$ cat config.mk
export PLATFORM = sky130hd
export DESIGN_NAME = stream_frame_gen
export DESIGN_NICKNAME = d
export VERILOG_FILES = /design/src/rtl/stream_gen_pkg.sv /design/src/rtl/stream_prbs32.sv /design/src/rtl/stream_frame_gen.sv
export SDC_FILE = /design/constraint.sdc
export NUM_CORES = 1
export LEC_CHECK = 0
export BUFFER_PORTS_ARGS = -buffer_cell sky130_fd_sc_hd__buf_2
export CORE_AREA = 2 2 294 296
export DETAILED_ROUTE_END_ITERATION = 10
export DIE_AREA = 0 0 296 298
export PLACE_DENSITY = 0.47
export SKIP_CTS_REPAIR_TIMING = 1
export SLEW_MARGIN = 20
export SYNTH_ARGS = -nofsm -noshare
export SYNTH_HDL_FRONTEND = slang
export SYNTH_SLANG_ARGS = --single-unit
$ cat constraint.sdc
create_clock -name ap_clk -period 17.5 [get_ports ap_clk]
set_input_delay 0.875 -clock ap_clk [delete_from_list [all_inputs] [get_ports ap_clk]]
set_output_delay 0.875 -clock ap_clk [all_outputs]
set_load 0.01 [all_outputs]
$ cat src/rtl/stream_gen_pkg.sv
// Shared types and constants for the framed stream generator.
package stream_gen_pkg;

    typedef enum logic [2:0] {
        ST_IDLE,
        ST_HDR,
        ST_PAY,
        ST_GAP,
        ST_DONE
    } state_t;

    // Payload pattern select
    localparam logic PAT_COUNTER = 1'b0;
    localparam logic PAT_PRBS    = 1'b1;

    // Header beat field placement
    localparam int HDR_LEN_LSB = 0;
    localparam int HDR_IDX_LSB = 32;
    localparam int HDR_FIELD_W = 32;

    // x^32 + x^22 + x^2 + x + 1, Fibonacci form, shifting left:
    // feedback = s[31] ^ s[21] ^ s[1] ^ s[0], inserted at bit 0.
    localparam logic [31:0] PRBS_TAPS = 32'h8020_0003;
    localparam logic [31:0] PRBS_SEED = 32'hFFFF_FFFF;

    function automatic logic [31:0] prbs_next(input logic [31:0] s);
        return {s[30:0], ^(s & PRBS_TAPS)};
    endfunction

endpackage

$ cat src/rtl/stream_prbs32.sv
// 32-bit LFSR payload source; load restores the seed, en advances one step.
module stream_prbs32
    import stream_gen_pkg::*;
(
    input  logic        clk,
    input  logic        rst,
    input  logic        load,
    input  logic        en,
    output logic [31:0] state
);

    // Seed on reset or load, otherwise step once per enable
    always_ff @(posedge clk or posedge rst) begin
        if (rst)
            state <= PRBS_SEED;
        else if (load)
            state <= PRBS_SEED;
        else if (en)
            state <= prbs_next(state);
    end

endmodule

$ cat src/rtl/stream_frame_gen.sv
// Framed AXI-Stream traffic source: header beat + payload per frame,
// optional inter-frame gap, beat/stall statistics.
module stream_frame_gen
    import stream_gen_pkg::*;
#(
    parameter int DATA_WIDTH = 512,
    parameter int CNT_WIDTH  = 32
) (
    input  logic                    ap_clk,
    input  logic                    ap_rst,
    input  logic                    start,
    input  logic [31:0]             cfg_frame_bytes,
    input  logic [CNT_WIDTH-1:0]    cfg_num_frames,
    input  logic [CNT_WIDTH-1:0]    cfg_gap_cycles,
    input  logic                    cfg_pattern,
    output logic [DATA_WIDTH-1:0]   m_axis_tdata,
    output logic                    m_axis_tvalid,
    input  logic                    m_axis_tready,
    output logic [DATA_WIDTH/8-1:0] m_axis_tkeep,
    output logic                    m_axis_tlast,
    output logic                    busy,
    output logic                    done,
    output logic [CNT_WIDTH-1:0]    beats_sent,
    output logic [CNT_WIDTH-1:0]    stall_cycles
);

    localparam int BPB   = DATA_WIDTH / 8;
    localparam int LANES = DATA_WIDTH / 32;
    localparam logic [CNT_WIDTH-1:0] CNT_ONE = CNT_WIDTH'(1);

    state_t                      state;
    logic [31:0]                 bytes_q;
    logic [31:0]                 pay_beats;
    logic [31:0]                 beat_idx;
    logic [CNT_WIDTH-1:0]        nfr_q;
    logic [CNT_WIDTH-1:0]        gap_q;
    logic [CNT_WIDTH-1:0]        frame_idx;
    logic [CNT_WIDTH-1:0]        gap_cnt;
    logic                        pat_q;
    logic [31:0]                 lfsr;
    logic [31:0]                 tail;
    logic [BPB-1:0]              keep_tail;
    logic [LANES-1:0][31:0]      pay_lane;
    logic                        hs;
    logic                        start_ok;
    logic                        last_beat;

    assign hs        = m_axis_tvalid & m_axis_tready;
    assign start_ok  = start & (state == ST_IDLE);
    assign last_beat = (beat_idx == pay_beats - 32'd1);

    stream_prbs32 u_prbs (
        .clk   (ap_clk),
        .rst   (ap_rst),
        .load  (start_ok),
        .en    (hs && (state == ST_PAY)),
        .state (lfsr)
    );

    // Per-lane payload word: counter or PRBS xor lane number
    for (genvar i = 0; i < LANES; i++) begin : g_lane
        assign pay_lane[i] = (pat_q == PAT_PRBS) ? (lfsr ^ 32'(i))
                                                 : (beat_idx * 32'(LANES) + 32'(i));
    end

    // Byte enables for a short final beat; a zero remainder means a full beat
    always_comb begin
        tail = bytes_q % 32'(BPB);
        for (int j = 0; j < BPB; j++)
            keep_tail[j] = (tail == 32'd0) || (32'(j) < tail);
    end

    // Beat contents come only from flops that hold still until the handshake
    always_comb begin
        m_axis_tdata = '0;
        m_axis_tkeep = '0;
        m_axis_tlast = 1'b0;
        case (state)
            ST_HDR: begin
                m_axis_tdata[HDR_LEN_LSB +: HDR_FIELD_W] = bytes_q;
                m_axis_tdata[HDR_IDX_LSB +: HDR_FIELD_W] = 32'(frame_idx);
                m_axis_tkeep = '1;
            end
            ST_PAY: begin
                m_axis_tdata = pay_lane;
                m_axis_tkeep = last_beat ? keep_tail : '1;
                m_axis_tlast = last_beat;
            end
            default: ;
        endcase
    end

    // Frame sequencer with registered valid/busy/done
    always_ff @(posedge ap_clk or posedge ap_rst) begin
        if (ap_rst) begin
            state         <= ST_IDLE;
            m_axis_tvalid <= 1'b0;
            busy          <= 1'b0;
            done          <= 1'b0;
            bytes_q       <= '0;
            pay_beats     <= '0;
            nfr_q         <= '0;
            gap_q         <= '0;
            pat_q         <= PAT_COUNTER;
            frame_idx     <= '0;
            beat_idx      <= '0;
            gap_cnt       <= '0;
        end else begin
            done <= 1'b0;
            case (state)
                ST_IDLE: if (start) begin
                    bytes_q   <= cfg_frame_bytes;
                    pay_beats <= cfg_frame_bytes / 32'(BPB) +
                                 (((cfg_frame_bytes % 32'(BPB)) != 32'd0) ? 32'd1 : 32'd0);
                    nfr_q     <= cfg_num_frames;
                    gap_q     <= cfg_gap_cycles;
                    pat_q     <= cfg_pattern;
                    frame_idx <= '0;
                    beat_idx  <= '0;
                    if (cfg_num_frames == '0 || cfg_frame_bytes == 32'd0) begin
                        state <= ST_DONE;
                        done  <= 1'b1;
                    end else begin
                        state         <= ST_HDR;
                        m_axis_tvalid <= 1'b1;
                        busy          <= 1'b1;
                    end
                end
                ST_HDR: if (hs) begin
                    state    <= ST_PAY;
                    beat_idx <= '0;
                end
                ST_PAY: if (hs) begin
                    beat_idx <= beat_idx + 32'd1;
                    if (last_beat) begin
                        frame_idx <= frame_idx + CNT_ONE;
                        beat_idx  <= '0;
                        if (frame_idx == nfr_q - CNT_ONE) begin
                            state         <= ST_DONE;
                            m_axis_tvalid <= 1'b0;
                            busy          <= 1'b0;
                            done          <= 1'b1;
                        end else if (gap_q == '0) begin
                            state <= ST_HDR;
                        end else begin
                            state         <= ST_GAP;
                            m_axis_tvalid <= 1'b0;
                            gap_cnt       <= gap_q - CNT_ONE;
                        end
                    end
                end
                ST_GAP: begin
                    if (gap_cnt == '0) begin
                        state         <= ST_HDR;
                        m_axis_tvalid <= 1'b1;
                    end else begin
                        gap_cnt <= gap_cnt - CNT_ONE;
                    end
                end
                ST_DONE: state <= ST_IDLE;
                default: state <= ST_IDLE;
            endcase
        end
    end

    // Saturating handshake and back-pressure statistics, cleared per run
    always_ff @(posedge ap_clk or posedge ap_rst) begin
        if (ap_rst) begin
            beats_sent   <= '0;
            stall_cycles <= '0;
        end else if (start_ok) begin
            beats_sent   <= '0;
            stall_cycles <= '0;
        end else begin
            if (hs && beats_sent != '1)
                beats_sent <= beats_sent + CNT_ONE;
            if (m_axis_tvalid && !m_axis_tready && stall_cycles != '1)
                stall_cycles <= stall_cycles + CNT_ONE;
        end
    end

endmodule

After elaboration in Yosys (flattened, before gate mapping)
Cells that the tools add are included.
- flip-flop bits (word level): 327
- logic and storage cells: 299
- equality and inequality tests: 18
- mux-type cells: 69
- $lt $le $gt $ge: 64
- reduce and logical (&&, ||, !) cells: 92
- add/sub/neg operators: 24
- bitwise operators: 17
- operators with widths (kind ; number):
    2-to-1 mux 32 bit ; 33
    2-to-1 mux 448 bit ; 1
    adder 32 x 4 -> 32 bit, second input constant ; 8
    case mux 64 bit (2 select lines) ; 2
    < comparator 6 bit, first input constant ; 32
    adder 32 x 1 -> 32 bit, second input constant ; 5
    logical NOT 32 bit ; 5
    adder 32 x 3 -> 32 bit, second input constant ; 4
    case mux 32 bit (2 select lines) ; 2
    subtractor 32 x 1 -> 32 bit, second input constant ; 4
    < comparator 5 x 6 -> 1 bit, first input constant ; 16
    case mux 32 bit (3 select lines) ; 1
    logical OR 1 bit ; 65
    adder 32 x 2 -> 32 bit, second input constant ; 2
    == test 32 bit ; 2
    2-to-1 mux 64 bit ; 1
    inequality test 32 bit, second input constant ; 2
    < comparator 4 x 6 -> 1 bit, first input constant ; 8
    nonzero test 32 bit ; 1
    XOR reduction 32 bit ; 1
    adder 26 x 1 -> 27 bit ; 1
    < comparator 3 x 6 -> 1 bit, first input constant ; 4
    2-to-1 mux 3 bit ; 7
    inequality test 2 bit, second input constant ; 9
    other kinds (26) ; 68

Longest topological paths before layout
Gate-level depths: netlist (run 1).
- depth after elaboration: 6
- depth in mapped cells: 15
- gate-level depth less buffers: 11

By module
Synthesis (run 1) repeated with hierarchy kept, for this count alone.
- cell total of the unflattened synthesis: 2848
- area, all modules: 23109.7 sq um
- modules (own cells, without submodules) (module ; times used ; seq. area each (sq um) ; area each (sq um) ; cells an instance):
    stream_frame_gen ; 1 ; 7257.0 ; 21717.1 ; 2739
    stream_prbs32 ; 1 ; 840.8 ; 1392.6 ; 109

Worst setup path before layout (run 1)
OpenSTA, ideal clock, no wires.
- path type: reg2reg
- from: reg state[2]
- to: reg gap_cnt[30]
- path buffers: 5
- path slack: 13226 ps
- stages on the path, launching flop included: 15
- setup time: 121 ps
- arrival time: 4153 ps
- cell sequence: dfrtp_1 nand3b_1 clkbuf_1 clkbuf_1 clkbuf_1 buf_1 buf_1 mux2i_1 ha_1 o221a_2 nand3b_1 nand2b_1 a2111oi_0 o221ai_1 a22o_1
- longest elaborated chain between the ends: 3
- elaborated cells on any way between the ends: 10
- those cells by class: eq/ne (7); mux (1); reduce/logical (2)
- RTL lines (what ; RTL line ; RTL):
    from (decl) ; stream_frame_gen.sv:31 ; state_t state;
    from (signal assigned) ; stream_frame_gen.sv:96 ; state <= ST_IDLE;
    from (signal assigned) ; stream_frame_gen.sv:121 ; state <= ST_DONE;
    from (signal assigned) ; stream_frame_gen.sv:124 ; state <= ST_HDR;
    == test 3 x 2 -> 1 bit ; stream_frame_gen.sv:110 ; case (state)
    inequality test 2 bit (no source line) or nonzero test 2 bit (tied branches) ; - ;
    AND reduction 6 bit (no source line) ; - ;
    to (signal assigned) ; stream_frame_gen.sv:148 ; gap_cnt <= gap_q - CNT_ONE;
    to (signal assigned) ; stream_frame_gen.sv:157 ; gap_cnt <= gap_cnt - CNT_ONE;
    to (decl) ; stream_frame_gen.sv:38 ; logic [CNT_WIDTH-1:0] gap_cnt;
Several ways; a longest one is shown, not always the timed one.
A chain may end at the register's enable or synchronous reset.

Worst setup path in the final report (run 1)
- from: reg pay_beats[5]
- to: out m_axis_tkeep[49]
- longest elaborated chain between the ends: 4
- RTL lines (what ; RTL line ; RTL):
    from (decl) ; stream_frame_gen.sv:33 ; logic [31:0] pay_beats;
    from (signal assigned) ; stream_frame_gen.sv:113 ; pay_beats <= cfg_frame_bytes / 32'(BPB) +
    subtractor 32 x 1 -> 32 bit ; stream_frame_gen.sv:50 ; assign last_beat = (beat_idx == pay_beats - 32'd1);
    == test 32 bit ; stream_frame_gen.sv:50 ;
    2-to-1 mux 64 bit ; stream_frame_gen.sv:86 ; m_axis_tkeep = last_beat ? keep_tail : '1;
    case mux 64 bit (2 select lines) ; stream_frame_gen.sv:78 ; case (state)
    to (decl) ; stream_frame_gen.sv:19 ; output logic [DATA_WIDTH/8-1:0] m_axis_tkeep,
No other way between the ends.

==> metrics list, run 1 <==
* Synthesized area: 23600 sq um
* Capturing element type of the critical path: primary output
* Vias after detailed routing: 21800
* Overflow left after global routing: 0
* Number of clock buffers inserted by TritonCTS: 43
- Pin count of the biggest net entering global routing: 132
- Clock buffer depth: 3
- Based on the critical path, the design can be clocked at up to 185 MHz.
- Together, buffers and inverters on the worst path number 2.
- The first global-routing pass estimated 141000 um of wire.
* GP Congestion: 0.883
* Y dimension of the die: 298 um
- The filler cells instantiated in the layout total 9284.
* Number of nets in the layout: 3333
- TritonCTS clock tree: built
- Wirelength per Cell: 22.1 um
- Clock-pin slew reported for the worst setup and hold paths after clock tree synthesis: 60 ps
* Worst-Margin Slew: 1130 ps
- Input and output buffers added on the ports amount to 744.
- The initial antenna violation count came to 11.
- Summing the areas of all compound-gate instances in the mapped netlist gives 14.0% of the synthesized area.
- DRC marker count from the first detailed-route iteration: 1625
* Final count of hold timing violations: 0
* Clock tree root driver cell: sky130_fd_sc_hd__clkbuf_16
* Initial standard-cell utilization of the core: 27.8%
* Post-route clock skew: 35.1 ps
* Synth top area share: 30.7%
- On the critical path the largest part of the delay comes from simple AND/OR/NAND/NOR gates.
- Routed Antenna Nets: 0
- The synthesized netlist devotes 6.56% of its cell area to XOR and XNOR gates.
- The first detailed-routing pass took 6 iterations.
- Seq/Total Area, Yosys: 34.3%
* Rows: 107
* Mean area per synthesized cell: 7.95 sq um
- The tool flagged a number of max-cap violations equal to 0.
- Total I/O pin count: 745
- Final hold analysis gives a worst-case slack of 420 ps.
- Global routing consumed, over all layers together, 21.2% of the routing resources.
* Count of final setup violators: 0
- Seq cells post-synth: 322
- In this design, the stage delay of the slowest critical-path cell is 530 ps.
* Leakage Power: 13.5 nW
- After Yosys synthesis, full adders, half adders and majority gates account for 0.477% of the synthesized area.
- Power spread over the standard cell area amounts to 161 nW/um^2.
- Setup slack, reg-to-reg: 12840 ps
* Count leader, synth: sky130_fd_sc_hd__nand2_1
- Headroom to the max-slew limit: 24.8%
* Multiplexer fraction of the synthesized cell area: 2.52%
- Power comes to 4.35 mW.
- Status: complete, no violations
- For the worst-skew pair, the clock arrives at the later sink with an insertion delay of 590 ps.
* Via count of the first global-routing pass: 20100
- At the worst endpoint, the required time is 16620 ps.
- The critical path runs through a total of 11 cells.
- The commonest cells after synthesis are 536 x sky130_fd_sc_hd__nand2_1, 413 x sky130_fd_sc_hd__buf_4, 290 x sky130_fd_sc_hd__dfrtp_1.
- The floorplan step defined a core boundary enclosing 84900 sq um.
* Synth area leaders: sky130_fd_sc_hd__dfrtp_1 31%, sky130_fd_sc_hd__buf_4 13%, sky130_fd_sc_hd__nand2_1 8.5%, sky130_fd_sc_hd__xor2_1 3.9%, sky130_fd_sc_hd__nor2_1 3.6%
- Of all cell types, the one taking the most synthesized area is sky130_fd_sc_hd__dfrtp_1.
* DR DRC count: 0
- After synthesis, the largest family of logic cells by area is simple AND/OR/NAND/NOR gates.
* Startpoint Class: register
* Final worst path period need: 5400 ps
- Cells after synthesis: 2971
* Critical path launch point: pay_beats[5]
- Clock sink total: 322
* Highest ir drop seen on vdd: 0.000120 V
- Post-synth cell types: 80
* Type of the most critical hold path: primary input to async pin
- The die covers 88200 sq um.
- The critical path goes through nor4_4 -> nand4_1 -> nor2_1 -> mux2_2 -> a31oi_1 -> nand2_1 -> nor3_2 -> buf_4 -> and3_1 -> o21ai_0 -> buf_2.
* Unrepaired setup endpoints after global routing: false
- The floorplan step set the die width to 296 um.
- Number of nets in the synthesized netlist: 3081
* Worst reg2reg path startpoint: state[2]
* FFs w/ async S/R, synth: 100%
* Final-report max-slew violation count: 0
* Type of the worst setup path: register to primary output
* Setup total negative slack: 0 ps
- Max stage delay cell, worst path: sky130_fd_sc_hd__nand4_1
- Number of H-tree branching levels: 2
- Fin crit share: 30.9%
* Worst R2R Path Depth: 9
* Total Routed Length: 97400 um
- Area share of and/or/nand/nor cells after synthesis: 25.6%
- Synthesis-to-layout area growth: 14.2%
- Worst-path fanout max: 15
- Reg2Reg Capture Point: gap_cnt[28]
- CP Data Arrival Time: 4530 ps
- In the routed layout, each cell is associated on average with a via count of 4.95.
- Number of synthesized flops with an enable pin: 0
- Following the worst setup path forward leads to its endpoint at m_axis_tkeep[49].
- Among all flip-flop cells after synthesis, the most frequent one is sky130_fd_sc_hd__dfrtp_1.
- Synthesis Warnings: 0
- Detailed placement finished with a half-perimeter wire length of 71500 um.
* Proportion of layout cells with a drive suffix above 1: 29.4%
final cells by class:
class                      instances  area, sq um  area share [%]
antenna                            2         5.00          0.0185
clock buffer                      59         1250            4.62
clock inverter                    20          208           0.769
inverter                          47          184           0.681
multi-input combinational       2019        11700            43.5
sequential                       322         8100            30.0
tap                             1144         1430            5.30
timing repair buffer             790         4080            15.1
layout by cell type, fill, tap and decap left out, types with 72 or more instances in the layout:
cell and n:
sky130_fd_sc_hd__nand3_1 78, sky130_fd_sc_hd__buf_2 744, sky130_fd_sc_hd__o21ai_0 157, sky130_fd_sc_hd__nor2_1 207, sky130_fd_sc_hd__xor2_1 105, sky130_fd_sc_hd__nor3_1 94
sky130_fd_sc_hd__dfrtp_1 289, sky130_fd_sc_hd__a21oi_1 107, sky130_fd_sc_hd__nand2_1 535, sky130_fd_sc_hd__xnor2_1 72
worst register-to-register path: stages, from the launching register on:
cell	delay (ps)
sky130_fd_sc_hd__dfrtp_1	680
sky130_fd_sc_hd__nand3b_1	510
sky130_fd_sc_hd__buf_4	730
sky130_fd_sc_hd__mux2i_1	270
sky130_fd_sc_hd__a211oi_1	430
sky130_fd_sc_hd__nand3b_1	230
sky130_fd_sc_hd__nand2b_1	290
sky130_fd_sc_hd__a2111oi_0	890
sky130_fd_sc_hd__o221ai_1	300
sky130_fd_sc_hd__o2bb2ai_1	180
registers in the layout (all words and copies together), names as in the netlist:
signal and count:
m_axis_tvalid 1, bytes_q 32, busy 1, done 1, beats_sent 32, pay_beats 27
gap_cnt 32, stall_cycles 32, pat_q 1, u_prbs.state 32, nfr_q 32, frame_idx 32
gap_q 32, state 3, beat_idx 32
where the power goes:
part / switching [mW] / leakage (nW) / internal [mW]
Clock: 0.377 / 0.712 / 0.545
Sequential: 0.313 / 4.14 / 0.984
Combinational: 1.37 / 8.65 / 0.765
Total: 2.06 / 13.5 / 2.29
metal layers:
layer,share of wire [%],track usage (%)
met2,47,35.4
met1,45,28.5
met3,5.8,3.63
met5,0.12,0
met4,2.2,4.91
through the flow:
stage	std cells	worst slack, ps	instance area [sq um]	util (%)
after floorplan	2971	7760	23600	-
after global placement	4322	12760	25500	30.1
after detailed placement	4322	12750	25500	30.1
after CTS	4401	12130	27000	31.8
after global routing	4401	11750	27000	31.8
final	4403	12100	27000	31.8
how the worst min path moves through the flow:
| stage | startpoint | end | slack [ps] | depth (start not counted) |
|---|---|---|---|---|
| global placement | u_prbs.state[26] | u_prbs.state[27] | 450 | 2 |
| floorplan | u_prbs.state[9] | u_prbs.state[10] | 440 | 2 |
| detailed placement | u_prbs.state[25] | u_prbs.state[26] | 450 | 2 |
| finish | ap_rst | beats_sent[5] | 420 | 2 |
| CTS | ap_rst | pay_beats[17] | 420 | 2 |
| global route | ap_rst | beats_sent[28] | 470 | 2 |
cells by family (layout without fill, tap and decap cells):
group                      after synthesis  after routing
and+or+nand+nor                       1265           1265
buffers and inverters                  630            916
AOI/OAI and AO/OA                      509            509
DFF                                    322            322
xor gates and xnor gates               177            177
muxes                                   59             59
adders and majority gates                9              9
other                                    0              2
Power figures use the tool's default switching activity.
==> run 2: changes to the inputs <==
--- a/config.mk
+++ b/config.mk
@@ -6,10 +6,10 @@
 export NUM_CORES = 1
 export LEC_CHECK = 0
 export BUFFER_PORTS_ARGS = -buffer_cell sky130_fd_sc_hd__buf_2
-export CORE_AREA = 2 2 294 296
+export CORE_AREA = 2 2 287 289
 export DETAILED_ROUTE_END_ITERATION = 10
-export DIE_AREA = 0 0 296 298
-export PLACE_DENSITY = 0.47
+export DIE_AREA = 0 0 289 291
+export PLACE_DENSITY = 0.49
 export SKIP_CTS_REPAIR_TIMING = 1
 export SLEW_MARGIN = 20
 export SYNTH_ARGS = -nofsm -noshare
==> constraint.sdc (replaced) <==
create_clock -name ap_clk -period 5.2 [get_ports ap_clk]
set_input_delay 0.26 -clock ap_clk [delete_from_list [all_inputs] [get_ports ap_clk]]
set_output_delay 0.26 -clock ap_clk [all_outputs]
set_load 0.01 [all_outputs]
==> metrics list, run 2 (synthesized netlist as in run 1, its figures left out) <==
- The worst setup path is launched from a register.
* TritonCTS clock tree: built
* Worst setup slack before clock tree synthesis: 788 ps
- Number of iterations in the first detailed-routing pass: 5
- Final design instance area without fill: 27800 sq um
* Internal power component: 7.79 mW
* Maximum achievable frequency: 211 MHz
- Together, buffers and inverters on the worst path number 3.
- The slowest stage of the critical path is the sky130_fd_sc_hd__or3b_2 cell.
- Row generation in the floorplan step produced 105 rows.
- The count of nets left with antenna violations once routing finished came out at 0.
- The final-report hold violation count came to 2.
* Busiest layer in global routing: met2
- Across all hold checks on the routed design, the worst slack comes to -9.72 ps.
* Insertion delay of the later-clocked pin in the worst-skew pair: 580 ps
* DR DRC count: 0
* Initial standard-cell utilization of the core: 29.1%
* Via density: 5.04
- Summing over every cut layer, the via total after detailed routing is 22300.
* Clock tree root driver cell: sky130_fd_sc_hd__clkbuf_16
- Of all nets on the critical path, the largest fanout is 14.
- The post-route netlist has 29.1% of its cells at a drive strength greater than 1.
- Total Routed Length: 93900 um
* Worst EP required: 4940 ps
* Gate family responsible for the most delay along the worst path: simple AND/OR/NAND/NOR gates
- The initial antenna violation count came to 12.
- Core region area: 81200 sq um
* Unrepaired setup endpoints after global routing: false
- The worst hold path begins at cfg_frame_bytes[30].
- GP Congestion: 0.888
* Power density over cell area: 527 nW/um^2
* Final-report max-slew violation count: 0
* Met3 track demand over resource in global routing: 3.24%
* Clock-pin slew reported for the worst setup and hold paths after clock tree synthesis: 60 ps
- Psw: 6.87 mW
* Via count of the first global-routing pass: 20000
- The die covers 84100 sq um.
- Hold Path Cell Cnt: 3
- After layout, the design draws a total of 14.7 mW.
- The area growth from synthesis to layout is 17.6%.
- The critical path goes through inv_1 -> ha_1 -> or3b_2 -> nor4b_1 -> nand3_1 -> a221oi_1 -> and3_1 -> nand2_1 -> nor4_2 -> buf_4 -> a31oi_1 -> buf_2.
- Including well taps, the total number of placed cells is 4257.
- Type of the worst setup path: register to primary output
- Wirelength per Cell: 21.3 um
* Type of the most critical hold path: primary input to register
- The top cell types in the final layout, fill and taps aside, are 744 x sky130_fd_sc_hd__buf_2, 535 x sky130_fd_sc_hd__nand2_1, 289 x sky130_fd_sc_hd__dfrtp_1.
- Number of clock buffers inserted by TritonCTS: 43
- The worst register-to-register path begins at pay_beats[0].
- Counting cells, the worst reg-to-reg path comes to 11.
* Leading cell type in the layout, fill and taps excluded: sky130_fd_sc_hd__buf_2
- The worst setup path is captured at a primary output.
- Across the routed clock network, the largest skew measured is 25.4 ps.
- Fraction of power spent switching nets: 46.9%
- Headroom to the max-slew limit: 28.4%
- The die is 289 um wide.
* I/O Buffers: 744
- In this run the static leakage power is 13.9 nW.
- Share of power burned in the clock network: 21.1%
- Worst min-delay path endpoint: bytes_q[30]
* Detail Placement HPWL: 68200 um
- Setup slack closes at 451 ps.
- Global routing finished with a remaining overflow of 0.
* Global-route total usage across every layer: 21.3%
- STA puts the critical path data arrival time at 4490 ps.
- Number of H-tree branching levels: 2
- The setup check on the worst reg-to-reg path leaves a slack of 720 ps.
- Cell area after placement: 25500 sq um
- Total I/O pin count: 745
- First-pass GRT wire length: 136000 um
- Y dimension of the die: 291 um
- Excluding fillers, the count of instances in the completed layout stands at 4416.
- Maximum single-stage delay on the critical path: 620 ps
* Violations in the final reports: negative hold slack
* Clock buffer depth: 3
- Status: finished, violations left
- IR analysis of the VDD net gives a maximum drop of 0.000275 V.
* Pin count of the biggest net entering global routing: 173
- For this run, global-route usage on met1 was measured as 29.5%.
* GRT met2 Usage: 35.0%
- The worst path uses 91.3% of the clock period.
- Across the run, the number of max-cap violations was 0.
* Count of final setup violators: 0
* Number of nets in the layout: 3421
* Final worst path period need: 4750 ps
* Fraction of the core area covered by cells at the end of the flow: 34.2%
- For the pin with the worst max-slew slack, the measured transition is 1070 ps.
- After the first detailed-routing iteration, the DRC count stood at 1455.
* Reg2Reg Capture Point: gap_cnt[30]
- For this design, the sink count on the clock tree is 322.
- Setup total negative slack: 0 ps
- In this run the worst setup path begins at pay_beats[0].
* Sequential cell fraction of total power: 30.0%
- Power share of the combinational group: 49.0%
==> run 2: cell count changes in the layout (fill, tap and decap cells not counted), sizes merged <==
| cell | before | now |
|---|---|---|
| clkinv | 13 | 10 |
| clkbuf | 59 | 57 |
| buf | 790 | 799 |
| clkinvlp | 4 | 7 |
| dlygate4sd3 | 0 | 79 |
| inv | 47 | 48 |
==> run 2: layer usage <==
layer | vias up | wire (um)
li1 | 10600 | -
met1 | 10800 | 42700
met2 | 793 | 44200
met3 | 100 | 5090
met4 | 14 | 1850
met5 | - | 85
==> run 2: cell type report <==
type                            count  area [sq um]
Clock buffer                       57          1230
Inverter                           47           180
Sequential cell                   322          8100
Clock inverter                     21           218
Multi-Input combinational cell   2019         11800
Antenna cell                        2          5.00
Tap cell                         1070          1340
Fill cell                        8591         53400
Timing Repair Buffer              878          4960
==> run 2: how the worst max path moves through the flow <==
stage / endpoint / slack [ps] / depth (start not counted)
after detailed placement: gap_cnt[14] / 790 / 11
after global routing: m_axis_tkeep[28] / 110 / 12
after global placement: gap_cnt[30] / 860 / 11
after CTS: m_axis_tkeep[1] / 450 / 12
final: m_axis_tkeep[1] / 450 / 12
after floorplan: beat_idx[0] / 670 / 1
==> run 2: power by group through the flow <==
stage	Clock [mW]	Combinational (mW)	Sequential [mW]
final	3.09	7.18	4.39
after global placement	0	7.19	4.42
after detailed placement	0	7.18	4.42
after global routing	3.29	7.93	4.54
after CTS	3.19	7.20	4.39
after floorplan	0	5.28	3.92
==> run 2: worst reg2reg max path: stages (launching register included) <==
cell,delay (ps)
sky130_fd_sc_hd__dfrtp_1,430
sky130_fd_sc_hd__inv_1,90
sky130_fd_sc_hd__ha_1,190
sky130_fd_sc_hd__or3b_2,620
sky130_fd_sc_hd__nor4b_1,460
sky130_fd_sc_hd__nand3_1,180
sky130_fd_sc_hd__a221oi_1,570
sky130_fd_sc_hd__nand3_1,310
sky130_fd_sc_hd__a2111oi_4,800
sky130_fd_sc_hd__buf_4,330
sky130_fd_sc_hd__o221ai_1,130
sky130_fd_sc_hd__a22o_1,270
==> run 3: changes to the inputs <==
==> constraint.sdc (replaced) <==
create_clock -name ap_clk -period 5.2 [get_ports ap_clk]
set_input_delay 0.78 -clock ap_clk [delete_from_list [all_inputs] [get_ports ap_clk]]
set_output_delay 0.78 -clock ap_clk [all_outputs]
set_load 0.01 [all_outputs]
==> metrics list, run 3 (synthesized netlist as in run 1, its figures left out) <==
- Data on the critical path is required at its endpoint by 4420 ps.
* Number of clock buffers inserted by TritonCTS: 43
- In the routed layout, each cell is associated on average with a via count of 5.07.
* Max-cap violations: 0
* Pin count of the biggest net entering global routing: 157
- Maximum achievable frequency: 199 MHz
- Insertion delay of the later-clocked pin in the worst-skew pair: 590 ps
- From left edge to right edge, the die measures 289 um.
- Headroom to the max-slew limit: 19.6%
* Worst-Margin Slew: 1210 ps
- The die covers 84100 sq um.
- DR DRC count: 0
- The finished cells cover 27200 sq um.
* Final-report max-slew violation count: 0
- Count of final setup violators: 0
- The final-report hold violation count was 0.
* Total Routed Length: 94200 um
- The number of placed instances, taps included, is 4265.
- TritonCTS clock tree: built
* Global-route total usage across every layer: 21.7%
* Rows: 105
- Worst-path fanout max: 14
- The critical path in this run is classified as register to primary output.
* Type of the most critical hold path: primary input to register
* Overflow left after global routing: 0
- The initial antenna violation count was 14.
* I/O Buffers: 744
- Leaving out fill and tap cells, the most frequent cell in the layout is sky130_fd_sc_hd__buf_2.
- The detailed router placed 22100 vias in this run.
- The die is 291 um tall.
* Clock-pin slew reported for the worst setup and hold paths after clock tree synthesis: 60 ps
- Clock sink total: 322
* Fillers: 8663
- Clock tree root driver cell: sky130_fd_sc_hd__clkbuf_16
- Data arrives at the worst endpoint at 4250 ps.
* Fin crit share: 96.8%
* Proportion of layout cells with a drive suffix above 1: 30.1%
- Clock buffer depth: 3
- Cell area after placement: 25600 sq um
- The area growth from synthesis to layout is 15.1%.
- Once detail routing completed, the nets flagged for antenna violations numbered 0.
* Cells along the critical path: inv_1 -> ha_1 -> or3b_4 -> nor4b_2 -> nand3_1 -> or3b_2 -> a2111oi_0 -> nand4_1 -> a21oi_1 -> buf_4 -> o21ai_0 -> buf_2
- The H-tree was split into 2 levels.
- Total I/O pin count: 745
* Post-route clock skew: 30.1 ps
- Leakage Power: 13.6 nW
- The slowest stage of the critical path is the sky130_fd_sc_hd__or3b_4 cell.
- Setup total negative slack: 0 ps
- Detail Placement HPWL: 69600 um
- Total power of the final layout: 14.8 mW
* Highest ir drop seen on vdd: 0.000302 V
* Commonest cells after routing, fill and taps aside: 744 x sky130_fd_sc_hd__buf_2, 535 x sky130_fd_sc_hd__nand2_1, 289 x sky130_fd_sc_hd__dfrtp_1
- The congestion estimate from routability-driven global placement came to 0.894.
- Dividing the detail-routed wire length by the instance count gives 21.7 um.
- Power density over cell area: 542 nW/um^2
- Maximum single-stage delay on the critical path: 500 ps
- Status: complete, no violations
- Cells fill 33.5% of the core in the end.
- The initial utilization of the core area, before any placement, comes to 29.1%.
- First-pass GRT wire length: 138000 um
- The clock period could shrink to 5030 ps.
* Layout Cells excl Fill: 4348
- Via count of the first global-routing pass: 20400
- Capturing element type of the critical path: primary output
* Startpoint Class: register
* Number of nets in the layout: 3355
* DRC marker count from the first detailed-route iteration: 1494
* Number of iterations in the first detailed-routing pass: 5
* Core region area: 81200 sq um
==> run 3: cell types whose count changed in the layout (fill, tap and decap cells not counted), sizes merged <==
cell,change
diode,-1
bufinv,+1
dlygate4sd3,-79
buf,+13
clkinv,-2
clkinvlp,-3
clkbuf,+3
==> run 3: final cells by class <==
| class | instances | area, sq um | share of cell area, % |
|---|---|---|---|
| clock inverter | 17 | 230 | 0.846 |
| clock buffer | 60 | 1260 | 4.63 |
| antenna | 1 | 2.50 | 0.00920 |
| tap | 1070 | 1340 | 4.92 |
| sequential | 322 | 8100 | 29.8 |
| inverter | 47 | 180 | 0.662 |
| multi-input combinational | 2019 | 11800 | 43.4 |
| timing repair buffer | 812 | 4300 | 15.8 |
==> run 3: worst max-delay path, delay by kind of cell (launching register included) <==
kind	cells	cell delay (ps)
AOI/OAI and AO/OA	3	760
adders and majority gates	1	200
buffers and inverters	3	510
and+or+nand+nor	5	1750
DFF	1	430
==> run 3: report_power, final <==
| group | switching (mW) | internal, mW | total (mW) |
|---|---|---|---|
| Sequential | 1.10 | 3.31 | 4.42 |
| Combinational | 4.49 | 2.67 | 7.16 |
| Clock | 1.28 | 1.90 | 3.18 |
| Total | 6.88 | 7.88 | 14.8 |
==> run 3: stage by stage <==
step | setup slack [ps] | hold WS, ps
floorplan | 151 | 440
global placement | 655 | 451
detailed placement | 558 | 457
CTS | -82.4 | 345
global route | -20.6 | 369
finish | 167 | 375
==> run 3: per-layer routing <==
| metal | GRT usage, % | share of wire, % | vias to the layer above |
|---|---|---|---|
| met3 | 3.79 | 5.9 | 123 |
| met5 | 0 | 0.11 | - |
| met1 | 29.2 | 45 | 10700 |
| met4 | 5.82 | 2.5 | 18 |
| li1 | - | - | 10400 |
| met2 | 35.6 | 47 | 817 |
==> run 3: path summary, 6_finish.rpt <==
check                                    from               end  slack [ps]  cells past startpoint
setup / recovery                 pay_beats[0]  m_axis_tkeep[28]         170                     12
hold / removal             cfg_gap_cycles[22]         gap_q[22]         370                      3
setup reg to reg                 pay_beats[5]       gap_cnt[30]         850                     13
hold reg to reg               u_prbs.state[6]   u_prbs.state[7]         460                      2
max in group asynchronous              ap_rst     beats_sent[1]        3660                      3
min in group asynchronous              ap_rst          nfr_q[9]         400                      2
